<file path="config.mk">
export PLATFORM = sky130hd
export DESIGN_NAME = audio_sample_reader
export DESIGN_NICKNAME = d
export VERILOG_FILES = /design/src/rtl/audio_pkg.sv /design/src/rtl/audio_sample_reader.sv
export SDC_FILE = /design/constraint.sdc
export NUM_CORES = 1
export LEC_CHECK = 0
export CAP_MARGIN = 20
export CORE_ASPECT_RATIO = 1.4
export CORE_UTILIZATION = 49
export CTS_CLUSTER_DIAMETER = 200
export DETAILED_ROUTE_END_ITERATION = 7
export PLACE_DENSITY = 0.87
export REMOVE_ABC_BUFFERS = 1
export SYNTH_ARGS = -nofsm -noshare
export SYNTH_HDL_FRONTEND = slang
export SYNTH_SLANG_ARGS = --single-unit
</file>
<file path="constraint.sdc">
create_clock -name clk -period 4.4 [get_ports clk]
set_input_delay 1.1 -clock clk [delete_from_list [all_inputs] [get_ports clk]]
set_output_delay 1.1 -clock clk [all_outputs]
set_load 0.03 [all_outputs]
</file>
<file path="src/rtl/audio_pkg.sv">
// Shared types and defaults for the audio sample reader: FSM state encoding,
// default bus widths and the silence level presented to the DAC path.
package audio_pkg;

  localparam int AUDIO_ADDR_W = 10;
  localparam int AUDIO_DATA_W = 8;

  localparam logic signed [AUDIO_DATA_W-1:0] SILENCE = '0;

  typedef enum logic [2:0] {
    ST_IDLE    = 3'd0,
    ST_PRIME   = 3'd1,
    ST_PLAY    = 3'd2,
    ST_ADVANCE = 3'd3,
    ST_DRAIN   = 3'd4
  } state_t;

endpackage

</file>
<file path="src/rtl/audio_sample_reader.sv">
// Plays a stored sound from a registered-output DPRAM, one sample per prescaler tick.
// Build option: define AUDIO_LOOP_EN to restart from address 0 instead of ending the sound.
module audio_sample_reader
  import audio_pkg::*;
#(
  parameter int ADDR_W = AUDIO_ADDR_W,
  parameter int DATA_W = AUDIO_DATA_W
) (
  input  logic                     clk,
  input  logic                     reset,
  input  logic                     slowEnPulse,
  input  logic                     startPlay,
  input  logic                     stopPlay,
  input  logic        [ADDR_W-1:0] lastAddr,
  output logic        [ADDR_W-1:0] ramAddr,
  input  logic signed [DATA_W-1:0] ramData,
  output logic signed [DATA_W-1:0] sampleOut,
  output logic                     sampleValid,
  output logic                     busy,
  output logic                     done,
  output logic                     missedTick
);

  localparam logic signed [DATA_W-1:0] SILENCE_W = DATA_W'(SILENCE);

  state_t                     state_q, state_d;
  logic        [ADDR_W-1:0]   ram_addr_q, ram_addr_d;
  logic        [ADDR_W-1:0]   last_q, last_d;
  logic signed [DATA_W-1:0]   sample_q, sample_d;
  logic                       sample_valid_q, sample_valid_d;
  logic                       done_q, done_d;
  logic                       missed_q, missed_d;

  always_comb begin
    state_d        = state_q;
    ram_addr_d     = ram_addr_q;
    last_d         = last_q;
    sample_d       = sample_q;
    sample_valid_d = 1'b0;
    done_d         = 1'b0;
    missed_d       = missed_q;

    // Abort beats (re)start; a start pulse restarts even mid-sound.
    if (stopPlay && (state_q != ST_IDLE)) begin
      sample_d = SILENCE_W;
      state_d  = ST_IDLE;
    end else if (startPlay && !stopPlay) begin
      last_d     = lastAddr;
      ram_addr_d = '0;
      missed_d   = 1'b0;
      state_d    = ST_PRIME;
    end else begin
      case (state_q)
        ST_IDLE: begin
          state_d = ST_IDLE;
        end
        ST_PRIME: begin
          if (slowEnPulse) missed_d = 1'b1;
          state_d = ST_PLAY;
        end
        ST_PLAY: begin
          if (slowEnPulse) begin
            sample_d       = ramData;
            sample_valid_d = 1'b1;
            if (ram_addr_q != last_q) begin
              ram_addr_d = ram_addr_q + ADDR_W'(1);
              state_d    = ST_ADVANCE;
            end else begin
`ifdef AUDIO_LOOP_EN
              ram_addr_d = '0;
              state_d    = ST_ADVANCE;
`else
              state_d    = ST_DRAIN;
`endif
            end
          end
        end
        ST_ADVANCE: begin
          // The RAM is still fetching the new address, so a tick here is lost.
          if (slowEnPulse) missed_d = 1'b1;
          state_d = ST_PLAY;
        end
        ST_DRAIN: begin
          if (slowEnPulse) begin
            sample_d       = SILENCE_W;
            sample_valid_d = 1'b1;
            done_d         = 1'b1;
            state_d        = ST_IDLE;
          end
        end
        default: begin
          state_d = ST_IDLE;
        end
      endcase
    end
  end

  always_ff @(posedge clk) begin
    if (reset) begin
      state_q        <= ST_IDLE;
      ram_addr_q     <= '0;
      last_q         <= '0;
      sample_q       <= SILENCE_W;
      sample_valid_q <= 1'b0;
      done_q         <= 1'b0;
      missed_q       <= 1'b0;
    end else begin
      state_q        <= state_d;
      ram_addr_q     <= ram_addr_d;
      last_q         <= last_d;
      sample_q       <= sample_d;
      sample_valid_q <= sample_valid_d;
      done_q         <= done_d;
      missed_q       <= missed_d;
    end
  end

  assign ramAddr     = ram_addr_q;
  assign sampleOut   = sample_q;
  assign sampleValid = sample_valid_q;
  assign busy        = (state_q != ST_IDLE);
  assign done        = done_q;
  assign missedTick  = missed_q;

endmodule

</file>
; ---- Word level (Yosys, flattened, before mapping)
; Cells that the tools add are included.
; Widths: inputs -> output; s select.
[word_totals]
register_bits = 34
in_bits = 23
output_inout_bits = 22
wordCells = 59
[classes]
addsub = 1
n_eq_ne = 9
muxes = 16
n_bitwise = 4
n_reduce_logical = 21
[ops]
columns = op, count
row1 = $mux 10, 4
row2 = $mux 8, 2
row3 = $pmux 8 s2, 1
row4 = $add 10x1->10 const B, 1
row5 = $ne 10x10->1, 1
row6 = $reduce_bool 2->1, 5
row7 = $mux 3, 3
row8 = $pmux 3 s3, 1
row9 = $reduce_and 4->1, 2
row10 = $reduce_or 4->1, 2
row11 = $eq 3x2->1 const B, 2
row12 = $ne 3x3->1 const B, 2
row13 = $reduce_and 2->1, 3
row14 = $reduce_or 2->1, 3
row15 = $mux 1, 5
row16 = $ne 2x2->1 const B, 2
row17 = $not 1->1, 4
row18 = $eq 3x1->1 const B, 1
row19 = $eq 3x3->1 const B, 1
row20 = $reduce_and 3->1, 1
row21 = $reduce_bool 3->1, 1
row22 = $reduce_or 3->1, 1
row23 = $logic_and 1x1->1, 2
row24 = $logic_not 1->1, 1

; ---- Longest topological paths before layout
; Gate-level depths: netlist of the first run.
[depth]
depth_word = 5
depth_mapped = 6
mapped_depth_nobuf = 5

; ---- Worst setup path after synthesis of the first run
; Ideal clock, no wire load.
[synth_path]
kind = input-to-reg
from = in stopPlay
to = reg ram_addr_q[9], in the netlist ramAddr[9]
setup_time_ns = 0.132
arrival_ns = 2.273
required_time_ns = 4.268
slack_ns = 1.995
stages = 5
path_buffers = 1
path_cell_list = or4_4 > a31o_4 > buf_6 > o41ai_2 > a21oi_1
[synth_via]
elab_chain_cells = 4
elab_cells_between_ends = 9
classes_between = 1 x mux / 1 x bitwise / 7 x reduce/logical
[synth_rtl]
columns = item, line_no
row1 = "start, declared", audio_sample_reader.sv:13  ; input logic stopPlay,
row2 = $logic_not 1->1, audio_sample_reader.sv:47  ; end else if (startPlay && !stopPlay) begin
row3 = $logic_and 1x1->1, audio_sample_reader.sv:47
row4 = $reduce_bool 2->1 (no source line), n/a
row5 = $reduce_and 4->1 (no source line), n/a
row6 = "end signal, assigned", audio_sample_reader.sv:109  ; ram_addr_q <= ram_addr_d;
row7 = "end, declared", audio_sample_reader.sv:27  ; logic [ADDR_W-1:0] ram_addr_q, ram_addr_d;
; Several ways; a longest one is shown, not always the timed one.
; A chain may end at the register's enable or synchronous reset.

; ---- Final worst setup path of the first run
[layout_path]
from = in stopPlay
to = reg sample_q[5], in the netlist sampleOut[5]
[layout_via]
elab_chain_cells = 4
elab_cells_between_ends = 6
classes_between = 1 x bitwise / 5 x reduce/logical
[layout_rtl]
columns = item, line_no
row1 = $logic_not 1->1, audio_sample_reader.sv:47
row2 = $logic_and 1x1->1, audio_sample_reader.sv:47
row3 = $not 1->1 (no source line), n/a
row4 = $reduce_and 4->1 (no source line), n/a
row5 = "end signal, assigned", audio_sample_reader.sv:111  ; sample_q <= sample_d;
row6 = "end, declared", audio_sample_reader.sv:29  ; logic signed [DATA_W-1:0] sample_q, sample_d;
; Several ways; a longest one is shown, not always the timed one.

==> run_results.csv, run 1 <==
group,metric,value,unit
synthesis,synthAdderAreaFrac,0.00842,
timing,setup_viol,0,
min_path,hold_class,"register to register",
timing,min_period_over_period,0.660,
synthesis,synthSimpleGateAreaFrac,0.248,
routing,wl,3550,um
synthesis,synth_top_cell_by_area,"dfxtp_1",
finish,fill_cells,233,
critical_path,r2r_slack,2.55,ns
finish,drive_above_1_share,0.0794,
placement,placed_cells,243,
synthesis,synth.area.top_cells,"dfxtp_1 (46%), a21oi_1 (6.7%), nand2_1 (6.6%), xor2_1 (5.9%), a22o_1 (4.1%)",
timing,hold_viol_final,0,
timing,finClkSkew,0.00422,ns
routing,vias_per_cell,5.53,
power,power.leakage,0.743,nW
timing,clock.fmax,344,MHz
routing,first_iter_violations,47,
clocking,clockBufferDepth,2,
critical_path,rr_worst_depth,5,
finish,instances_no_fill,251,
floorplanning,core.rowCount,23,
timing,fin_crit,2.90,ns
placement,dp_slack,1.19,ns
critical_path,r2r_start,"ramAddr[2]",
synthesis,synthMuxAreaShare,0,
critical_path,worst-path-max-fanout,12,
grt,use_met3,0.0766,
finish,synthToLayoutAreaGrowth,37.3,%
timing,final.setup.worst_slack,1.50,ns
critical_path,crit_start,"stopPlay",
timing,hold_slack,0.469,ns
clocking,ctsHoldBuffers,0,
synthesis,seq_area_frac_synth,0.458,
synthesis,yosysMostFrequentCell,"dfxtp_1",
grt,grt_util_met2,0.460,
routing,vias,1387,
floorplanning,die_area,3260,um^2
floorplanning,ioPinCount,45,
grt,grt_pass1_vias,1343,
grt,grt_overflow,0,
routing,ant_nets,0,
synthesis,synth_common_cells,"dfxtp_1 (34), nand2_1 (26), a21oi_1 (20)",
clocking,clk_latency,0.29,ns
routing,wl_per_cell,14.2,um
grt,antenna_found_initial,0,
synthesis,synth_edf_count,0,
synthesis,synthArstFlopShare,0,
finish,fin_nets,237,
clocking,ctsResizeCount,0,
placement,gp_congestion,0.816,
clocking,cts_root_buf,"clkbuf_8",
outcome,status,"finished clean",
placement,place_hpwl,2740,um
floorplanning,fp.coreArea,2880,um^2
grt,track_usage,0.235,
timing,max_slew_margin,0.493,
synthesis,synth_compound_area_frac,0.189,
synthesis,synth_xor_area_frac,0.0708,
critical_path,r2r_end,"state_q[2]",
timing,rsz0062_at_grt,"false",
routing,drc_errors,0,
floorplanning,start_util,0.516,
synthesis,yosys_warnings,0,
routing,drt_pass1_iterations,4,
critical_path,cp-end-kind,"register",
grt,grt_pass1_wl,5710,um
synthesis,yosys_most_used_dff,"dfxtp_1",
placement,place.port_buffers,44,
timing,finalMaxSlewViolations,0,
synthesis,synth_seq_cells,34,
critical_path,critical_path_arrival,3.08,ns
critical_path,required,4.58,ns
synthesis,synth_top_family_by_area,"simple AND/OR/NAND/NOR gates",
clocking,numCtsBuffers,5,
finish,antennaDiodeCount,0,
clocking,htree_levels,2,
power,peakVddDrop,0.255,mV
clocking,post-cts-setup-buffers,0,
synthesis,synth_area,1490,um^2
synthesis,synth.avg_cell_area,8.89,um^2
power,p_per_area,298,nW/um^2
clocking,cts.sinks,34,
grt,met1_usage,0.219,
critical_path,critPathKind,"input pin to register",
synthesis,netlist_instances,167,
synthesis,ys_types,33,
synthesis,synth.top_cell.area_share,0.458,
job,cap_violations,0,
timing,worst_pin_slew,0.759,ns
critical_path,start_kind,"input pin",
grt,grt_start_max_net_pins,18,
critical_path,critPathCapture,"sampleOut[5]",
timing,final.setup.tns,0,ns
grt,busiest_layer,"met2",
floorplanning,die_w,48.5,um
clocking,clkTransAtPathRegs,0.06,ns
floorplanning,die_h,67.1,um
clocking,cts_tree,"built",
==> logic make-up (layout without fill, tap and decap cells) <==
group / Yosys count / count (layout)
and+or+nand+nor: 70 / 70
xor gates and xnor gates: 12 / 12
buffers and inverters: 8 / 55
adders and majority gates: 1 / 1
DFF: 34 / 34
AOI/OAI and AO/OA: 42 / 42
==> worst min-delay path by stage <==
stage,startpoint,to,depth (start not counted)
2_1_floorplan,last_q[0],last_q[0],2
3_3_place_gp,last_q[2],last_q[2],2
3_5_place_dp,sampleOut[2],sampleOut[2],1
4_1_cts,last_q[4],last_q[4],2
5_1_grt,last_q[5],last_q[5],2
6_report,sampleOut[1],sampleOut[1],2
==> worst max-delay path, stage by stage <==
cell and delay (ns):
clkdlybuf4s50_1 0.48, nor2b_1 0.63, nor3_1 0.22, nor2b_1 0.20, nor2b_1 0.20, a22o_1 0.26
==> area by class of cell <==
cell class	instances	area, um^2	share of cell area
clock buffers	7	86.3	0.0423
clock inverters	1	5.00	0.00245
inverters	2	7.51	0.00368
multi-input cells	125	766	0.375
flip-flops and latches	34	681	0.334
well taps	37	46.3	0.0227
repair buffers	45	448	0.220
==> sequential cells by signal, indices dropped and copies added, names as in the netlist <==
register	flops
last_q	10
ramAddr	10
sampleOut	8
state_q	3
done	1
missedTick	1
sampleValid	1
==> through the flow <==
stage | utilization | area (um^2) | power [mW]
6_report | 0.709 | 2040 | 0.608
2_1_floorplan | - | 1450 | 0.349
3_3_place_gp | 0.677 | 1950 | 0.378
5_1_grt | 0.709 | 2040 | 0.635
4_1_cts | 0.709 | 2040 | 0.614
3_5_place_dp | 0.677 | 1950 | 0.381
==> layer usage <==
layer	vias up	share of wire
met5	-	0
met4	0	0.022
met3	11	0.053
met2	52	0.55
met1	640	0.38
li1	684	-
==> cell usage in the layout, fill, tap and decap left out, types with 6 or more instances in the layout <==
master,n
dfxtp_1,34
o21ai_0,6
a22o_1,7
a21oi_1,20
xor2_1,10
or3_1,8
nand2_1,26
clkdlybuf4s50_1,44
nor2_1,9
clkbuf_8,6
==> power by group <==
group	internal (mW)	switching, mW	leakage (nW)
Combinational	0.0298	0.0271	0.420
Clock	0.126	0.107	0.0482
Sequential	0.313	0.00429	0.275
Total	0.469	0.139	0.743
No activity file was read; power rests on OpenSTA's default activity.
==> run 2: changes to the inputs <==
--- a/config.mk
+++ b/config.mk
@@ -7,10 +7,10 @@
 export LEC_CHECK = 0
 export CAP_MARGIN = 20
 export CORE_ASPECT_RATIO = 1.4
-export CORE_UTILIZATION = 49
+export CORE_UTILIZATION = 41
 export CTS_CLUSTER_DIAMETER = 200
 export DETAILED_ROUTE_END_ITERATION = 7
-export PLACE_DENSITY = 0.87
+export PLACE_DENSITY = 0.78
 export REMOVE_ABC_BUFFERS = 1
 export SYNTH_ARGS = -nofsm -noshare
 export SYNTH_HDL_FRONTEND = slang
==> constraint.sdc (replaced) <==
create_clock -name clk -period 2.5 [get_ports clk]
set_input_delay 0.625 -clock clk [delete_from_list [all_inputs] [get_ports clk]]
set_output_delay 0.625 -clock clk [all_outputs]
set_load 0.03 [all_outputs]
==> run 2 against run 1 <==
Against the previous run:
- global-route usage decreased by 3.6 points
- utilization decreased by 9.1 points
- combinational power rose by 82%
- via count fell by 3.5%
- non-clock buffer count rose by 6
- sequential power up 76%
- sequential share of layout area fell by 1.1 points
- clock skew up 0.0022 ns
- clock power rose by 100%
- design area is 3.3% higher
- critical path type is now register to primary output
- highest routed layer unchanged
==> run_results.csv, run 2 (synthesis gave the netlist of run 1 again) <==
group,metric,value,unit
critical_path,cp-end-kind,"primary output",
placement,place.port_buffers,44,
min_path,hold_class,"register to register",
clocking,ctsResizeCount,0,
grt,grt_start_max_net_pins,18,
floorplanning,die_h,73.2,um
job,cap_violations,0,
power,p_per_area,536,nW/um^2
timing,final.setup.tns,0,ns
routing,drc_errors,0,
placement,dp_slack,0.00319,ns
finish,instances_no_fill,260,
routing,vias,1338,
clocking,cts_root_buf,"clkbuf_8",
clocking,cts.sinks,34,
clocking,htree_levels,2,
critical_path,slowest_delay,0.60,ns
clocking,clockBufferDepth,2,
grt,antenna_found_initial,0,
floorplanning,fp.coreArea,3410,um^2
timing,worst_pin_slew,0.488,ns
finish,layout_commonest_cell,"clkdlybuf4s50_1",
timing,final.setup.worst_slack,0.230,ns
finish,antennaDiodeCount,0,
clocking,clkTransAtPathRegs,0.07,ns
placement,gp_congestion,0.785,
clocking,ctsHoldBuffers,0,
floorplanning,ioPinCount,45,
routing,drt_pass1_iterations,4,
placement,place_hpwl,2500,um
grt,grt_pass1_vias,1285,
finish,finalCoreUtilization,0.618,
critical_path,critical_path.cell_chain,"or3_1, clkdlybuf4s50_1",
placement,placed_cells,252,
grt,grt_pass1_wl,5510,um
timing,clock.fmax,441,MHz
critical_path,critPathKind,"register to primary output",
timing,finalMaxSlewViolations,0,
power,peakVddDrop,0.437,mV
finish,regArea,681,um^2
floorplanning,die_w,52.9,um
timing,min_period_over_period,0.908,
critical_path,required,1.88,ns
critical_path,cp_slowest_cell,"clkdlybuf4s50_1",
finish,final_cell_mix,"clkdlybuf4s50_1 (44), dfxtp_1 (34), nand2_1 (26), a21oi_1 (20), xor2_1 (10)",
routing,wl_per_cell,12.9,um
power,power,1.13,mW
floorplanning,die_area,3870,um^2
finish,synthToLayoutAreaGrowth,41.9,%
clocking,post-cts-setup-buffers,0,
finish,fin_nets,243,
clocking,clk_latency,0.28,ns
outcome,status,"finished clean",
grt,track_usage,0.199,
power,power.leakage,0.783,nW
grt,grt_overflow,0,
timing,hold_viol_final,0,
finish,multi_input_area,766,um^2
floorplanning,core.rowCount,25,
clocking,cts_tree,"built",
clocking,numCtsBuffers,5,
critical_path,critical_path_arrival,1.65,ns
routing,vias_per_cell,5.15,
critical_path,worst-path-max-fanout,8,
finish,drive_above_1_share,0.109,
routing,wl,3360,um
routing,ant_nets,0,
timing,setup_viol,0,
finish,fill_cells,287,
timing,finClkSkew,0.00643,ns
floorplanning,start_util,0.436,
timing,rsz0062_at_grt,"false",
routing,first_iter_violations,20,
timing,fin_crit,2.27,ns
timing,max_slew_margin,0.675,
critical_path,start_kind,"register",
==> run 2: metal layers <==
metal / part of all wire / up-vias / GRT usage
met3: 0.040 / 7 / 0.0646
met4: 0.021 / 0 / 0.0965
li1: - / 690 / -
met2: 0.52 / 30 / 0.342
met5: 0 / - / 0
met1: 0.42 / 611 / 0.215
==> run 2: final timing paths <==
kind                                 start    endpoint  slack, ns  depth (start not counted)
worst max register to register  state_q[1]  ramAddr[6]       0.68                          5
worst max-delay path            state_q[0]        busy       0.23                          2
worst min register to register   last_q[9]   last_q[9]       0.47                          2
worst min-delay path             last_q[9]   last_q[9]       0.47                          2
==> run 2: per-stage QoR <==
stage / hold WS, ns / instance area, um^2
floorplan: 0.442 / 1450
global placement: 0.454 / 2000
detailed placement: 0.456 / 2000
CTS: 0.470 / 2110
global route: 0.492 / 2110
finish: 0.470 / 2110
==> run 2: final cells by class <==
cell class,instances,share of cell area
Multi-Input combinational cell,125,0.363
Sequential cell,34,0.323
Timing Repair Buffer,51,0.234
Clock buffer,8,0.0523
Tap cell,40,0.0238
Inverter,2,0.00356
==> run 2: power breakdown <==
group          switching (mW)  internal (mW)
sequential            0.00713          0.551
clock                   0.190          0.278
combinational          0.0477         0.0568
==> run 2: critical path, delay by kind of cell, from the launching register on <==
kind                   cells  cell delay (ns)
flip-flops                 1             0.37
AND/OR/NAND/NOR            1             0.39
buffers and inverters      1             0.60
